--- src/rtl/cascade_cnt_pkg.sv ---
// Shared constants and helpers for the cascaded modulo counter.
// Optional compare feature is enabled in the top by defining CASCADE_CNT_CMP_EN.
package cascade_cnt_pkg;

  localparam logic CNT_DIR_UP = 1'b1;
  localparam logic CNT_DIR_DN = 1'b0;

  localparam int DEF_DIGITS  = 4;
  localparam int DEF_DIGIT_W = 4;
  localparam int DEF_MODULUS = 10;

  // Out-of-range digit values are pulled down to the largest legal digit.
  function automatic int clamp_digit(input int value, input int modulus);
    return (value > modulus - 1) ? modulus - 1 : value;
  endfunction

endpackage

--- src/rtl/mod_digit_cell.sv ---
// One modulo-MODULUS digit of the cascade; steps up or down when its step input is high.
// Exposes at_max/at_zero so the top can build the carry/borrow chain.
module mod_digit_cell
  import cascade_cnt_pkg::*;
#(
  parameter int DIGIT_W = DEF_DIGIT_W,
  parameter int MODULUS = DEF_MODULUS
) (
  input  logic               clk,
  input  logic               rstn,
  input  logic               step,
  input  logic               up_dn,
  input  logic               clr,
  input  logic               load,
  input  logic [DIGIT_W-1:0] ld_digit,
  output logic [DIGIT_W-1:0] digit,
  output logic               at_max,
  output logic               at_zero
);

  localparam logic [DIGIT_W-1:0] MAX_D = DIGIT_W'(MODULUS - 1);

  logic [DIGIT_W-1:0] digit_reg;
  logic [DIGIT_W-1:0] digit_next;

  assign at_max  = (digit_reg == MAX_D);
  assign at_zero = (digit_reg == '0);
  assign digit   = digit_reg;

  always_comb begin
    digit_next = digit_reg;
    if (clr) begin
      digit_next = '0;
    end else if (load) begin
      digit_next = DIGIT_W'(clamp_digit(int'(32'(ld_digit)), MODULUS));
    end else if (step) begin
      if (up_dn == CNT_DIR_DN) begin
        digit_next = at_zero ? MAX_D : digit_reg - DIGIT_W'(1);
      end else begin
        digit_next = at_max ? '0 : digit_reg + DIGIT_W'(1);
      end
    end
  end

  always_ff @(posedge clk or negedge rstn) begin
    if (!rstn) begin
      digit_reg <= '0;
    end else begin
      digit_reg <= digit_next;
    end
  end

endmodule

--- src/rtl/cascade_mod_counter.sv ---
// Multi-digit cascaded modulo counter with up/down, clear, load, enable and wrap pulse.
// Define CASCADE_CNT_CMP_EN to add the registered cmp_val/cmp_hit comparator.
module cascade_mod_counter
  import cascade_cnt_pkg::*;
#(
  parameter int DIGITS  = DEF_DIGITS,
  parameter int DIGIT_W = DEF_DIGIT_W,
  parameter int MODULUS = DEF_MODULUS,
  localparam int W      = DIGITS * DIGIT_W
) (
  input  logic         clk,
  input  logic         rstn,
  input  logic         en,
  input  logic         up_dn,
  input  logic         clr,
  input  logic         load,
  input  logic [W-1:0] load_val,
  output logic [W-1:0] cnt,
  output logic         cout
`ifdef CASCADE_CNT_CMP_EN
  ,
  input  logic [W-1:0] cmp_val,
  output logic         cmp_hit
`endif
);

  logic [DIGITS:0]   step_chain;
  logic [DIGITS-1:0] at_max;
  logic [DIGITS-1:0] at_zero;
  logic              count_up;
  logic              cout_reg;
  logic              cout_next;

  assign count_up      = (up_dn == CNT_DIR_UP);
  assign step_chain[0] = en;

  // A digit steps only when every digit below it is at its carry/borrow boundary.
  for (genvar gi = 0; gi < DIGITS; gi++) begin : g_digit
    mod_digit_cell #(
      .DIGIT_W(DIGIT_W),
      .MODULUS(MODULUS)
    ) u_cell (
      .clk     (clk),
      .rstn    (rstn),
      .step    (step_chain[gi]),
      .up_dn   (up_dn),
      .clr     (clr),
      .load    (load),
      .ld_digit(load_val[gi*DIGIT_W +: DIGIT_W]),
      .digit   (cnt[gi*DIGIT_W +: DIGIT_W]),
      .at_max  (at_max[gi]),
      .at_zero (at_zero[gi])
    );

    assign step_chain[gi+1] = step_chain[gi] & (count_up ? at_max[gi] : at_zero[gi]);
  end

  // Carry out of the top digit is the full-range wrap.
  assign cout_next = step_chain[DIGITS] & ~clr & ~load;

  always_ff @(posedge clk or negedge rstn) begin
    if (!rstn) begin
      cout_reg <= 1'b0;
    end else begin
      cout_reg <= cout_next;
    end
  end

  assign cout = cout_reg;

`ifdef CASCADE_CNT_CMP_EN
  logic cmp_hit_reg;

  always_ff @(posedge clk or negedge rstn) begin
    if (!rstn) begin
      cmp_hit_reg <= 1'b0;
    end else begin
      cmp_hit_reg <= (cnt == cmp_val);
    end
  end

  assign cmp_hit = cmp_hit_reg;
`endif

endmodule

--- config.mk ---
export PLATFORM = sky130hd
export DESIGN_NAME = cascade_mod_counter
export DESIGN_NICKNAME = d
export VERILOG_FILES = /design/src/rtl/cascade_cnt_pkg.sv /design/src/rtl/mod_digit_cell.sv /design/src/rtl/cascade_mod_counter.sv
export SDC_FILE = /design/constraint.sdc
export NUM_CORES = 1
export LEC_CHECK = 0
export BUFFER_PORTS_ARGS = -buffer_cell sky130_fd_sc_hd__clkbuf_2
export CELL_PAD_IN_SITES_DETAIL_PLACEMENT = 0
export CELL_PAD_IN_SITES_GLOBAL_PLACEMENT = 2
export CORE_MARGIN = 10
export CORE_UTILIZATION = 34
export CTS_CLUSTER_SIZE = 10
export DETAILED_ROUTE_END_ITERATION = 16
export GPL_TIMING_DRIVEN = 0
export PLACE_DENSITY = 0.85
export SYNTH_ARGS = -nofsm -noshare
export SYNTH_HDL_FRONTEND = slang
export SYNTH_SLANG_ARGS = --single-unit
--- constraint.sdc ---
create_clock -name clk -period 3.6 [get_ports clk]
set_clock_uncertainty 0.2 [all_clocks]
set_input_delay 0.36 -clock clk [delete_from_list [all_inputs] [get_ports clk]]
set_output_delay 0.36 -clock clk [all_outputs]
set_load 0.03 [all_outputs]
### Word-level counts from Yosys, hierarchy flattened

Cells that the tools add are included.

| operators by class | value |
|---|---|
| bitwise gates (word level) | 8 |
| add/sub/neg operators | 8 |
| div/mod/pow operators | 0 |
| reduce and logical (&&, ||, !) cells | 8 |
| $mul | 0 |
| mux-type cells | 32 |
| equality and inequality tests | 4 |
| shifts and indexed selects | 0 |
| $lt $le $gt $ge | 4 |

Operators with widths:

| operator | number |
|---|---|
| 4-bit two-way mux | 28 |
| 4-bit by 1-bit adder with 4-bit output, second input constant | 4 |
| 4-bit == test, second input constant | 4 |
| 4-bit > comparator, second input constant | 4 |
| 4-bit zero test | 4 |
| 4-bit by 1-bit subtractor with 4-bit output, second input constant | 4 |
| 3-bit nonzero test | 4 |
| 1-bit bitwise AND | 6 |
| 1-bit two-way mux | 4 |
| 1-bit NOT | 2 |

| storage, ports and cells | value |
|---|---|
| register bits after elaboration | 17 |
| bits in latches | 0 |
| memories | 0 |
| bits in read-only memories | 0 |
| memory bits (writable) | 0 |
| word-level logic and storage cells | 69 |

### Logic depth before layout (Yosys ltp)

| logic depth | value |
|---|---|
| depth after elaboration | 8 |
| depth in mapped cells | 7 |
| depth with buffers taken out | 7 |

### Cells and area by module

Synthesis repeated with hierarchy kept, for this count alone.

| second synthesis, totals | value |
|---|---|
| cell total of the unflattened synthesis | 240 |
| area total of the unflattened synthesis | 1966.9 µm² |

By module, submodules not included:

| module | cells an instance | instances | area an instance (µm²) | seq. area each (µm²) |
|---|---|---|---|---|
| mod_digit_cell | 57 | 4 | 464.2 | 100.1 |
| cascade_mod_counter | 12 | 1 | 110.1 | 25.0 |

### Worst setup path before layout

OpenSTA, ideal clock, no wires.

| timing | value |
|---|---|
| path type | register -> register |
| start point | reg g_digit[1].u_cell.digit_reg[0] |
| end point | reg g_digit[3].u_cell.digit_reg[1] |
| data required time | 3.275 ns |
| period minus slack after synthesis | 2.239 ns |
| stages on the path, launching flop included | 7 |
| setup time | 0.125 ns |
| data arrival time | 1.914 ns |
| buffers on the path | 0 |
| setup slack | 1.361 ns |
| path through | dfrtp_1 inv_1 ha_1 nor4b_2 o221ai_2 o21a_4 mux2_4 |

| on the way | value |
|---|---|
| longest elaborated chain between the ends | 5 |

RTL lines:

| what | RTL line | text |
|---|---|---|
| from (decl) | mod_digit_cell.sv:23 | `logic [DIGIT_W-1:0] digit_reg;` |
| from (signal assigned) | mod_digit_cell.sv:49 | `digit_reg <= digit_next;` |
| 4-bit == test or 4-bit zero test (tied branches) | mod_digit_cell.sv:26, mod_digit_cell.sv:27 |  |
| 1-bit two-way mux * | cascade_mod_counter.sv:55 | `assign step_chain[gi+1] = step_chain[gi] & (count_up ? at_max[gi] : at_zero[gi]);` |
| 1-bit bitwise AND * (2 in a row) | cascade_mod_counter.sv:55 |  |
| 3-bit nonzero test (no line) * | -- |  |
| to (signal assigned) | mod_digit_cell.sv:49 |  |
| to (decl) | mod_digit_cell.sv:23 |  |

Mark *: on every way between the ends. The rest lies on a longest branch, timed or not.
A chain may end at the register's enable or synchronous reset.

### Final worst setup path

Same ends and word-level chain as after synthesis.

==> metrics <==
Clk pin slew, worst setup/hold paths about 0.070 ns; Syn Area/Cell 8.14 um2; TritonCTS clock tree done; Seq/Total Area, Yosys 0.242; Port Buf Inserts 37; Int Pwr about 0.38 mW; combinational share of power 0.397; die extent in x 91.9 um; CP delay by family, top compound AO/OA/AOI/OAI gates; via count roughly 1800; relative slew slack 0.626; share of cells above drive strength 1 0.217; Hold Vio Cnt, Final 0; vias per cell between 5 and 6; Rows 26; cell taking the most area after synthesis dfrtp_1; Post-Place Cells around 320; power density over the cells 301 nW/um2; critical path class flip-flop to flip-flop; gr ovfl total 0; Clock Sinks 17; WP buf/inv 1; synth warn 0; clk_lat worst skew 0.26 ns; Async SR Flop Fraction 1.00; Mapped Nets roughly 250; Synth Register Bits 17; drt drc 0; Critical Path RT 3.55 ns; highest clock rate between 400 and 500 MHz; sw frac 0.393; Initial Util 0.346; Max FO, Critical Path 9; status completed; Post-Synthesis Cells ~220; count of flip-flops with a built-in enable after synthesis 0; synthesized area approximately 1800 um2; Setup WS pre-CTS about 1.2 ns; final net count 296; RSZ-0062 raised after global routing false; DR WL/cell ~16 um; final core utilization 0.411; Area Overhead vs Synth 18.6%; first-pass GRT wire length about 9000 um; Leak about 0.95 nW; post-route cell area 2090 um2; Diodes inserted 0; critical path startpoint category flip-flop; crit path DAT about 2.4 ns; first drt pass iteration count 4; critical-path cell list inv_1 > ha_1 > nor4b_2 > o221ai_2 > o21a_4 > mux2_4; hold path start load_val[4]; NetSw 0.247 mW; DP HPWL between 3000 and 4000 um; DRT antenna net count 0; ranking of synthesized cells by area dfrtp_1, ha_1, o21ai_0, inv_1, nand2b_1; GRT Overall Usage 0.124; Placeable Area 5070 um2; number of DRC markers in iteration 0 46; fin crit period around 2.4 ns; max incr delay on CP approximately 0.48 ns; Worst Tran Pin Value between 0.5 and 0.6 ns; GPL Wtd Cong slightly below 0.8; reg-to-reg startpoint g_digit[1].u_cell.digit[0]$_DFFE_PN0P_; number of flip-flops in the largest register 16; CP Launch Point g_digit[1].u_cell.digit[0]$_DFFE_PN0P_; CTS Buffer Depth 2; Num CTS Buffers 3; slowest CP cell dfrtp_1; setup TNS 0 ns; CTS resizes 0; Final Max Tran Viols 0; area share of the largest cell type after synthesis 0.242; initial antenna violation count 0; sequential power share 0.365; Final Cycle Share 0.677; Die Area 8450 um2; clock network fraction of total power 0.238; Ports 39; Finish-stage setup viols 0; hold crit path type input pin to flip-flop; Non-Filler Instances 328; Max Cap Viol 0; largest net degree at the start of global routing 18; Post-DP Area slightly above 2000 um2; Yosys cell types between 50 and 60; H-tree depth 1; Post-synth top flop dfrtp_1; crit end category flip-flop; Die Span Y between 90 and 100 um; Post-Route WL between 5000 and 6000 um; post-route setup slack 1.16 ns; top cells by count, synth o21ai_0, inv_1, dfrtp_1; Fillers around 570; clock root buffer clkbuf_8; vias in the first global route roughly 1800; maximum VDD drop around 140 uV; top-count cell post-synth o21ai_0
-- what timing repair did --
action | in CTS | in global routing
hold buffers | 1 | 0
setup buffers | 0 | 0
hold endpoints to repair | 17 | 0
-- power groups by stage --
stage               Clock (mW)  Sequential (mW)  Combinational [mW]
floorplan                    0            0.257               0.149
global placement             0            0.233               0.251
detailed placement           0            0.233               0.250
CTS                      0.156            0.229               0.252
global route             0.161            0.233               0.281
finish                   0.150            0.229               0.249
-- path summary, 6_finish.rpt --
kind,to,slack [ns],cells after the start
worst max-delay path,g_digit[3].u_cell.digit[1]$_DFFE_PN0P_,1.16,6
min in group asynchronous,g_digit[3].u_cell.digit[3]$_DFFE_PN0P_,0.39,2
max in group asynchronous,g_digit[0].u_cell.digit[2]$_DFFE_PN0P_,2.49,2
worst min-delay path,g_digit[1].u_cell.digit[0]$_DFFE_PN0P_,0.14,3
worst max register to register,g_digit[3].u_cell.digit[1]$_DFFE_PN0P_,1.16,6
worst min register to register,g_digit[3].u_cell.digit[1]$_DFFE_PN0P_,0.47,1
-- per-stage QoR --
| step | hold slack (ns) | power [mW] |
|---|---|---|
| after floorplan | -0.136 | 0.406 |
| after global placement | 0.142 | 0.484 |
| after detailed placement | 0.142 | 0.483 |
| after CTS | 0.136 | 0.638 |
| after global routing | 0.154 | 0.675 |
| final | 0.141 | 0.628 |
-- cells in the final DEF (no fill, tap or decap), types with 4 or more instances in the layout --
cell type and count:
nor2_1 12, dfrtp_1 17, nand2_1 15, clkbuf_2 37, a21oi_1 9, ha_1 15, buf_2 4, o311ai_0 4
a221oi_1 5, a211oi_1 4, nand2b_1 10, a31oi_1 5, clkbuf_1 7, nor3_1 8, inv_1 19, nand3_1 4
o21ai_0 20
-- metal layers --
layer,routed length (um),part of all wire,GRT usage
met5,0,0,0
met4,42,0.0080,0.0270
met3,319,0.061,0.0318
met2,2330,0.44,0.198
met1,2550,0.49,0.164
-- cells by family (layout without fill, tap and decap cells) --
group | Yosys count | after routing | share of synthesized area
buf+inv | 31 | 73 | 0.0733
fa+ha+maj | 15 | 15 | 0.107
mux | 5 | 5 | 0.0320
simple gates | 69 | 69 | 0.221
xor+xnor | 3 | 3 | 0.0149
flops | 17 | 17 | 0.242
compound gates | 76 | 76 | 0.310
-- worst register-to-register path, delay by kind of cell, from the launching register on --
family / cells / cell delay [ns]
compound gates: 2 / 0.57
fa+ha+maj: 1 / 0.23
buf+inv: 1 / 0.16
flops: 1 / 0.48
mux: 1 / 0.30
simple gates: 1 / 0.38
-- final cells by class --
cell class | instances | area, um2 | area share
multi-input combinational | 168 | 1200 | 0.577
timing repair buffer | 38 | 195 | 0.0936
sequential | 17 | 425 | 0.204
buffer | 12 | 57.6 | 0.0276
tap | 70 | 87.6 | 0.0420
clock buffer | 4 | 45.0 | 0.0216
inverter | 19 | 71.3 | 0.0342
Note: power is estimated with default switching activity, not from simulation.
